### config.mk
export PLATFORM = sky130hd
export DESIGN_NAME = spi_rx_deserializer_flat
export DESIGN_NICKNAME = d
export VERILOG_FILES = /design/src/rtl/spi_rx_deserializer_if.sv /design/src/rtl/spi_rx_deserializer.sv /design/src/flat_wrapper.sv
export SDC_FILE = /design/constraint.sdc
export NUM_CORES = 1
export LEC_CHECK = 0
export ABC_CLOCK_PERIOD_IN_PS = 1700
export CAP_MARGIN = 0
export CORE_MARGIN = 5
export CORE_UTILIZATION = 26
export CTS_CLUSTER_SIZE = 28
export DETAILED_ROUTE_END_ITERATION = 12
export PLACE_DENSITY = 0.42
export RECOVER_POWER = 25
export SLEW_MARGIN = 20
export SYNTH_ARGS = -nofsm -noshare
export SYNTH_HDL_FRONTEND = slang
export SYNTH_SLANG_ARGS = --single-unit
### constraint.sdc
create_clock -name spi_clk -period 1.7 [get_ports spi_clk]
set_clock_uncertainty 0.1 [all_clocks]
set_input_delay 0.34 -clock spi_clk [delete_from_list [all_inputs] [get_ports spi_clk]]
set_output_delay 0.34 -clock spi_clk [all_outputs]
set_load 0.01 [all_outputs]
### src/rtl/spi_rx_deserializer_if.sv
// Bundle of frame-control inputs and word-level outputs of the SPI receive deserializer.
// master = SPI pad side / consumer; slave = the deserializer itself.
interface spi_rx_deserializer_if #(
  parameter int WIDTH = 8
);
  logic             load;
  logic             data_in;
  logic [WIDTH-1:0] data_out;
  logic             data_valid;
  logic             rx_busy;
  logic             rx_abort;
  logic             parity_err;

  modport master (
    output load, data_in,
    input  data_out, data_valid, rx_busy, rx_abort, parity_err
  );

  modport slave (
    input  load, data_in,
    output data_out, data_valid, rx_busy, rx_abort, parity_err
  );
endinterface

### src/rtl/spi_rx_deserializer.sv
// Parametrised SPI receive deserializer: WIDTH-bit words, MSB/LSB first, zero-gap streaming.
// Optional trailing parity bit when RX_PARITY_EN is defined.
module spi_rx_deserializer #(
  parameter int WIDTH      = 8,
  parameter bit MSB_FIRST  = 1'b1,
  parameter bit PARITY_ODD = 1'b0
) (
  input logic                  spi_clk,
  input logic                  reset,
  spi_rx_deserializer_if.slave rx
);

`ifdef RX_PARITY_EN
  localparam int FRAME = WIDTH + 1;
`else
  localparam int FRAME = WIDTH;
`endif
  localparam int CW = $clog2(FRAME + 1);
  localparam logic [CW-1:0] LAST_BIT = CW'(FRAME - 1);

  logic [WIDTH-1:0] shift_reg;
  logic [CW-1:0]    bit_cnt;
  logic [WIDTH-1:0] data_out_q;
  logic             data_valid_q;
  logic             rx_abort_q;
  logic             parity_err_q;

  logic [WIDTH-1:0] shift_next;
  logic [WIDTH-1:0] word_done;
  logic             par_bad;

  // NOTE: every always_comb output gets a default first so no path leaves it unassigned (no latch).
  always_comb begin
    shift_next = shift_reg;
    word_done  = shift_reg;
    par_bad    = 1'b0;
    if (MSB_FIRST) shift_next = {shift_reg[WIDTH-2:0], rx.data_in};
    else           shift_next = {rx.data_in, shift_reg[WIDTH-1:1]};
`ifdef RX_PARITY_EN
    // Last frame bit is parity: data bits are already fully shifted in.
    word_done = shift_reg;
    par_bad   = ((^shift_reg) ^ rx.data_in) != PARITY_ODD;
`else
    word_done = shift_next;
`endif
  end

  // NOTE: sequential state uses non-blocking assignments so all registers update from pre-edge values.
  always_ff @(posedge spi_clk) begin
    if (reset) begin
      shift_reg    <= '0;
      bit_cnt      <= '0;
      data_out_q   <= '0;
      data_valid_q <= 1'b0;
      rx_abort_q   <= 1'b0;
      parity_err_q <= 1'b0;
    end else begin
      data_valid_q <= 1'b0;
      rx_abort_q   <= 1'b0;
      parity_err_q <= 1'b0;
      if (rx.load) begin
        if (bit_cnt == LAST_BIT) begin
          data_out_q   <= word_done;
          data_valid_q <= 1'b1;
          parity_err_q <= par_bad;
          shift_reg    <= '0;
          bit_cnt      <= '0;
        end else begin
          shift_reg <= shift_next;
          bit_cnt   <= bit_cnt + CW'(1);
        end
      end else if (bit_cnt != '0) begin
        // Frame enable dropped mid-word: drop the fragment, keep the last good word.
        shift_reg  <= '0;
        bit_cnt    <= '0;
        rx_abort_q <= 1'b1;
      end
    end
  end

`ifndef RX_PARITY_EN
  wire unused_parity_odd = PARITY_ODD;
`endif

  assign rx.data_out   = data_out_q;
  assign rx.data_valid = data_valid_q;
  assign rx.rx_busy    = (bit_cnt != '0);
  assign rx.rx_abort   = rx_abort_q;
  assign rx.parity_err = parity_err_q;

endmodule
### src/flat_wrapper.sv
// flat-port wrapper written by rule: the top's interface ports become plain ports
module spi_rx_deserializer_flat 
#(
  parameter int WIDTH      = 8,
  parameter bit MSB_FIRST  = 1'b1,
  parameter bit PARITY_ODD = 1'b0
)
  (spi_clk, reset, rx_load, rx_data_in, rx_data_out, rx_data_valid, rx_rx_busy, rx_rx_abort, rx_parity_err);
  spi_rx_deserializer_if #(.WIDTH(WIDTH)) rx_i ();
  input logic spi_clk;
  input logic reset;
  input wire logic [$bits(rx_i.load)-1:0] rx_load;
  input wire logic [$bits(rx_i.data_in)-1:0] rx_data_in;
  output wire logic [$bits(rx_i.data_out)-1:0] rx_data_out;
  output wire logic [$bits(rx_i.data_valid)-1:0] rx_data_valid;
  output wire logic [$bits(rx_i.rx_busy)-1:0] rx_rx_busy;
  output wire logic [$bits(rx_i.rx_abort)-1:0] rx_rx_abort;
  output wire logic [$bits(rx_i.parity_err)-1:0] rx_parity_err;
  assign rx_i.load = rx_load;
  assign rx_i.data_in = rx_data_in;
  assign rx_data_out = rx_i.data_out;
  assign rx_data_valid = rx_i.data_valid;
  assign rx_rx_busy = rx_i.rx_busy;
  assign rx_rx_abort = rx_i.rx_abort;
  assign rx_parity_err = rx_i.parity_err;
  spi_rx_deserializer #(.WIDTH(WIDTH), .MSB_FIRST(MSB_FIRST), .PARITY_ODD(PARITY_ODD)) u_core (.spi_clk(spi_clk), .reset(reset), .rx(rx_i));
endmodule
==> results of run 1 <==
cell families (layout without fill, tap and decap cells):
family	after synthesis	in the layout	share of synthesized area, %
fa+ha+maj	2	2	2.53
flops	21	21	42.6
xor+xnor	1	1	0.887
mux	9	9	9.13
compound gates	9	9	6.21
other cells	1	1	0.380
buf+inv	12	33	6.97
simple gates	42	42	31.3
stage by stage:
step	util (%)	TNS (ps)	hold WS, ps	worst slack (ps)	instance area [µm²]
floorplan	-	0	347	259	987
global placement	33.8	-682	358	-76.1	1240
detailed placement	33.8	-879	365	-95.4	1240
CTS	35.1	-28.4	379	-28.4	1280
global route	34.9	-273	394	-69.0	1280
finish	34.9	-17.3	371	-17.3	1280
worst max-delay path by stage:
stage	from	endpoint	slack [ps]	cells after the start
floorplan	u_core.bit_cnt[0]	rx_rx_busy	260	4
global placement	u_core.bit_cnt[1]	rx_rx_busy	-80	4
detailed placement	u_core.bit_cnt[1]	rx_rx_busy	-100	4
CTS	u_core.bit_cnt[0]	rx_rx_busy	-30	4
global route	u_core.bit_cnt[0]	rx_rx_busy	-70	4
finish	u_core.bit_cnt[0]	rx_rx_busy	-20	4
critical path: stages (launching register included):
cell and delay, ps:
dfxtp_2 330, inv_2 70, ha_4 120, or3b_4 380
buf_6 130
per-layer routing:
layer  wire length, µm  up-vias  GRT usage (%)  part of all wire (%)
li1                  -      376              -                     -
met1               933      355           10.1                    45
met2              1000       11           14.2                    49
met3                92        2           3.51                   4.5
met4                24        0           3.13                   1.2
met5                 0        -              0                     0
area by class of cell:
cell class / count / area (µm²) / share of cell area [%]
Timing Repair Buffer: 27 / 233 / 18.2
Clock buffer: 4 / 45.0 / 3.53
Sequential cell: 21 / 423 / 33.1
Tap cell: 48 / 60.1 / 4.70
Inverter: 2 / 7.51 / 0.588
Multi-Input combinational cell: 64 / 509 / 39.9
power groups by stage:
| stage | sequential (W) | clock, W | combinational, W |
|---|---|---|---|
| 2_1_floorplan | 0.000516 | 0 | 0.0000632 |
| 3_3_place_gp | 0.000514 | 0 | 0.000101 |
| 3_5_place_dp | 0.000514 | 0 | 0.000103 |
| 4_1_cts | 0.000504 | 0.000351 | 0.000105 |
| 5_1_grt | 0.000506 | 0.000364 | 0.000119 |
| 6_report | 0.000504 | 0.000323 | 0.000107 |
layout by cell type (no fill, tap or decap), types with 2 or more instances in the layout:
cell type | netlist | routed
dfxtp_1 | 21 | 19
nand2b_1 | 17 | 17
clkdlybuf4s50_1 | 0 | 12
buf_4 | 2 | 11
mux2i_1 | 9 | 9
nand3b_1 | 9 | 9
o22ai_1 | 7 | 7
or3b_1 | 6 | 6
clkbuf_8 | 0 | 3
inv_2 | 0 | 2
or3b_2 | 2 | 2
clkbuf_1 | 4 | 2
dfxtp_2 | 0 | 2
==> results.yml, run 1 <==
global_routing:
  grt_pass1_vias: 728
  grt_pass1_wl_um: 3440
  grt_use_total_pct: 8.63
  grt_max_degree: 23
  antenna_found_initial: 0
  grt_overflow: 0
die:
  start_util_pct: 27.0
  core_area_mm2: 0.00366
  ios: 16
  die-area_mm2: 0.00513
  num_rows: 22
  die_h_um: 71.6
  die_w_um: 71.6
synthesis:
  ys_top_cells_by_area: "dfxtp_1 (43%), nand2b_1 (11%), mux2i_1 (9.1%), nand3b_1 (6.8%), or3b_1 (5.3%)"
  ys_async_sr_fraction_pct: 0
  ys_warn_count: 0
  yosysTopAreaCellShare_pct: 42.6
  synth_most_common_cell: "dfxtp_1"
  syn_area_um2: 987
  synth_ff_type: "dfxtp_1"
  synth_cell_types: 26
  synthTopCellsByCount: "dfxtp_1 (21), nand2b_1 (17), mux2i_1 (9), nand3b_1 (9), o22ai_1 (7)"
  syn_nets: 103
  synth.avg_cell_area_um2: 10.2
  ys_ff_latch: 21
  synth_top_area_cell: "dfxtp_1"
  synth_edf_count: 0
  synth_seq_area_share_pct: 42.6
  synthCells: 97
placed_design:
  gp_congestion: 0.755
  dp_hpwl_um: 1450
  io_buffers: 14
  placed_cells: 162
routing:
  drt-total-wl_um: 2050
  drc: 0
  wl_per_cell_um: 12.4
  viasPerCell: 4.48
  vias: 744
  dr.pass1.iters: 4
  drt_iter0_drc: 19
  ant_nets: 0
min_path:
  worstHoldPathType: "reg2reg"
  hold-path-cell-count: 2
  min-delay-start: "u_core.rx.data_out[3]"
  min_to: "u_core.rx.data_out[3]"
pwr:
  powerDensity_mw_per_mm2: 732
  p_total_w: 0.000935
  switching_share_pct: 22.5
  p_int_w: 0.000724
  seq_power_share_pct: 54.0
  ir_drop_v: 0.000376
  switchingPower_w: 0.000211
  clockPowerShare_pct: 34.6
  p_comb_share_pct: 11.5
  leakage_nw: 0.441
sta:
  hold_violations: 0
  drv_slew: 0
  setup-violations-final: 1
  layout_setup_ws_ps: -17.3
  fmax_mhz: 582
  rsz0062_at_grt: "true"
  min_period_over_period_pct: 101
  min_period_ps: 1720
clock_tree:
  cts_root_buf: "clkbuf_8"
  clock_path_buffers: 2
  cts.repair.resized: 9
  cts_setup_buffers: 0
  cts_made_buffers: 3
  clock-sinks: 21
  hold_buffers: 0
  path_clk_slew_ps: 80
  clk_latency_ps: 260
  htree_levels: 1
  tritoncts: "built"
finish:
  fillers: 374
  largest_reg_flops: 8
  fin_cells: 166
  diodes: 0
  drive_gt1_share_pct: 21.2
  area_growth_pct: 29.4
  nets: 125
setup_path:
  cp_max_fo: 2
  r2r-start: "u_core.bit_cnt[0]"
  crit_path_end_kind: "output port"
  startpoint_type: "register"
  rr_endpoint: "u_core.rx.data_out[7]"
  required_ps: 1260
  r2r_cells: 5
  cp.arrival_ps: 1280
  path_class: "reg2out"
  r2r_slack_ps: 170
status:
  violations: "negative setup slack"
  status: "finished, violations left"
job:
  cap_viol_max_count: 0
Note: power is estimated with default switching activity, not from simulation.
==> run 2: changes to the inputs <==
- CORE_MARGIN: 5 -> 4
- PLACE_DENSITY: 0.42 -> not set
- PLACE_DENSITY_LB_ADDON: not set -> 0.05
==> run 2 against run 1 <==
- the flow still finishes with violations (negative setup slack)
- routed wire length is 0.68% higher
- die area is 5.5% lower
- combinational power is 4% higher
- register-to-register slack hardly changed
- clock-buffer cell count is 1 lower
- critical endpoint unchanged
==> results.yml, run 2 (synthesis gave the netlist of run 1 again) <==
routing:
  dr.pass1.iters: 3
  ant_nets: 0
  drc: 0
  vias: 760
  viasPerCell: 4.50
  drt_iter0_drc: 18
  wl_per_cell_um: 12.2
  drt-total-wl_um: 2070
die:
  num_rows: 22
  ios: 16
  core_area_mm2: 0.00366
  die_h_um: 69.6
  die-area_mm2: 0.00485
  die_w_um: 69.6
  start_util_pct: 27.0
pwr:
  ir_drop_v: 0.000375
  leakage_nw: 0.459
  powerDensity_mw_per_mm2: 730
clock_tree:
  clock-sinks: 21
  cts_made_buffers: 3
  hold_buffers: 0
  htree_levels: 1
  clock_path_buffers: 2
  clk_latency_ps: 260
  path_clk_slew_ps: 80
  tritoncts: "built"
  cts_root_buf: "clkbuf_8"
sta:
  drv_slew: 0
  fmax_mhz: 578
  min_period_over_period_pct: 102
  hold_violations: 0
  setup-violations-final: 1
  min_period_ps: 1730
  whs_ps: 373
  rsz0062_at_grt: "true"
  layout_setup_ws_ps: -30.2
min_path:
  min_to: "u_core.rx.data_out[3]"
  min-delay-start: "u_core.rx.data_out[3]"
  worstHoldPathType: "reg2reg"
  hold-path-cell-count: 2
placed_design:
  placed_cells: 164
  gp_congestion: 0.716
  dp_hpwl_um: 1530
  io_buffers: 14
job:
  cap_viol_max_count: 0
setup_path:
  startpoint_type: "register"
  cp_max_fo: 2
  slowest_delay_ps: 380
  rr_endpoint: "u_core.rx.data_out[0]"
  path_class: "reg2out"
  required_ps: 1260
  path_cells: "inv_2 > ha_4 > or3b_4 > buf_6"
  r2r-start: "u_core.bit_cnt[0]"
  crit_path_end_kind: "output port"
  cp.arrival_ps: 1290
  r2r_cells: 5
  r2r_slack_ps: 170
  slowest_stage: "or3b_4"
finish:
  final_common_cell: "dfxtp_1"
  fin_cells: 169
  diodes: 0
  nets: 128
  postLayoutCoreUtil_pct: 35.5
  layout_common_cells: "dfxtp_1 (19), nand2b_1 (17), buf_4 (13), clkdlybuf4s50_1 (12)"
  area_growth_pct: 31.7
  largest_reg_flops: 8
  drive_gt1_share_pct: 24.8
  fillers: 388
status:
  violations: "negative setup slack"
  status: "finished, violations left"
global_routing:
  grt_pass1_vias: 778
  grt_max_degree: 13
  grt_overflow: 0
  antenna_found_initial: 0
  grt_use_total_pct: 9.16
  grt_pass1_wl_um: 3570
run 2: cell types whose count changed in the layout (fill, tap and decap cells not counted), sizes merged:
cell,before,now
clkbuf,5,6
buf,13,14
clkinv,0,1
run 2: what timing repair did:
action                                 CTS  global route
pin swaps                                1             1
setup endpoints to repair                1             1
gates resized for setup                 11             0
endpoints found under the hold margin    0             0
buffers inserted                         0             1
run 2: per-layer routing:
metal	track usage (%)	share of wire, %
met2	15.4	49
met1	10.6	46
met4	3.83	1.2
met3	3.19	3.5
met5	0	0
run 2: worst max-delay path, delay by kind of cell, from the launching register on:
family                     cells  cell delay, ps
and+or+nand+nor                1             380
buffers and inverters          2             190
DFF                            1             330
adders and majority gates      1             120
run 2: through the flow:
step	setup TNS [ps]	worst slack, ps	power [W]	instance area, µm²
3_5_place_dp	-1050	-99.1	0.000621	1240
5_1_grt	-180	-72.5	0.00100	1300
6_report	-30.2	-30.2	0.000950	1300
4_1_cts	-41.9	-41.9	0.000973	1300
2_1_floorplan	0	259	0.000579	987
3_3_place_gp	-401	-80.2	0.000621	1240
run 2: area by class of cell:
type	count	area, µm²	area share (%)
multi-input combinational	64	509	39.2
sequential	21	423	32.5
timing repair buffer	30	254	19.5
tap	48	60.1	4.62
clock buffer	3	41.3	3.18
inverter	2	7.51	0.577
clock inverter	1	5.00	0.385
run 2: report_power, final:
| part | switching [W] | internal, W | total [W] |
|---|---|---|---|
| combinational | 0.0000498 | 0.0000615 | 0.000111 |
| sequential | 0.00000493 | 0.000500 | 0.000505 |
| clock | 0.000170 | 0.000163 | 0.000334 |
run 2: worst max-delay path by stage:
stage	end	depth (start not counted)	from
2_1_floorplan	rx_rx_busy	4	u_core.bit_cnt[0]
3_3_place_gp	rx_rx_busy	4	u_core.bit_cnt[1]
3_5_place_dp	rx_rx_busy	4	u_core.bit_cnt[1]
4_1_cts	rx_rx_busy	4	u_core.bit_cnt[1]
5_1_grt	rx_rx_busy	4	u_core.bit_cnt[0]
6_report	rx_rx_busy	4	u_core.bit_cnt[0]
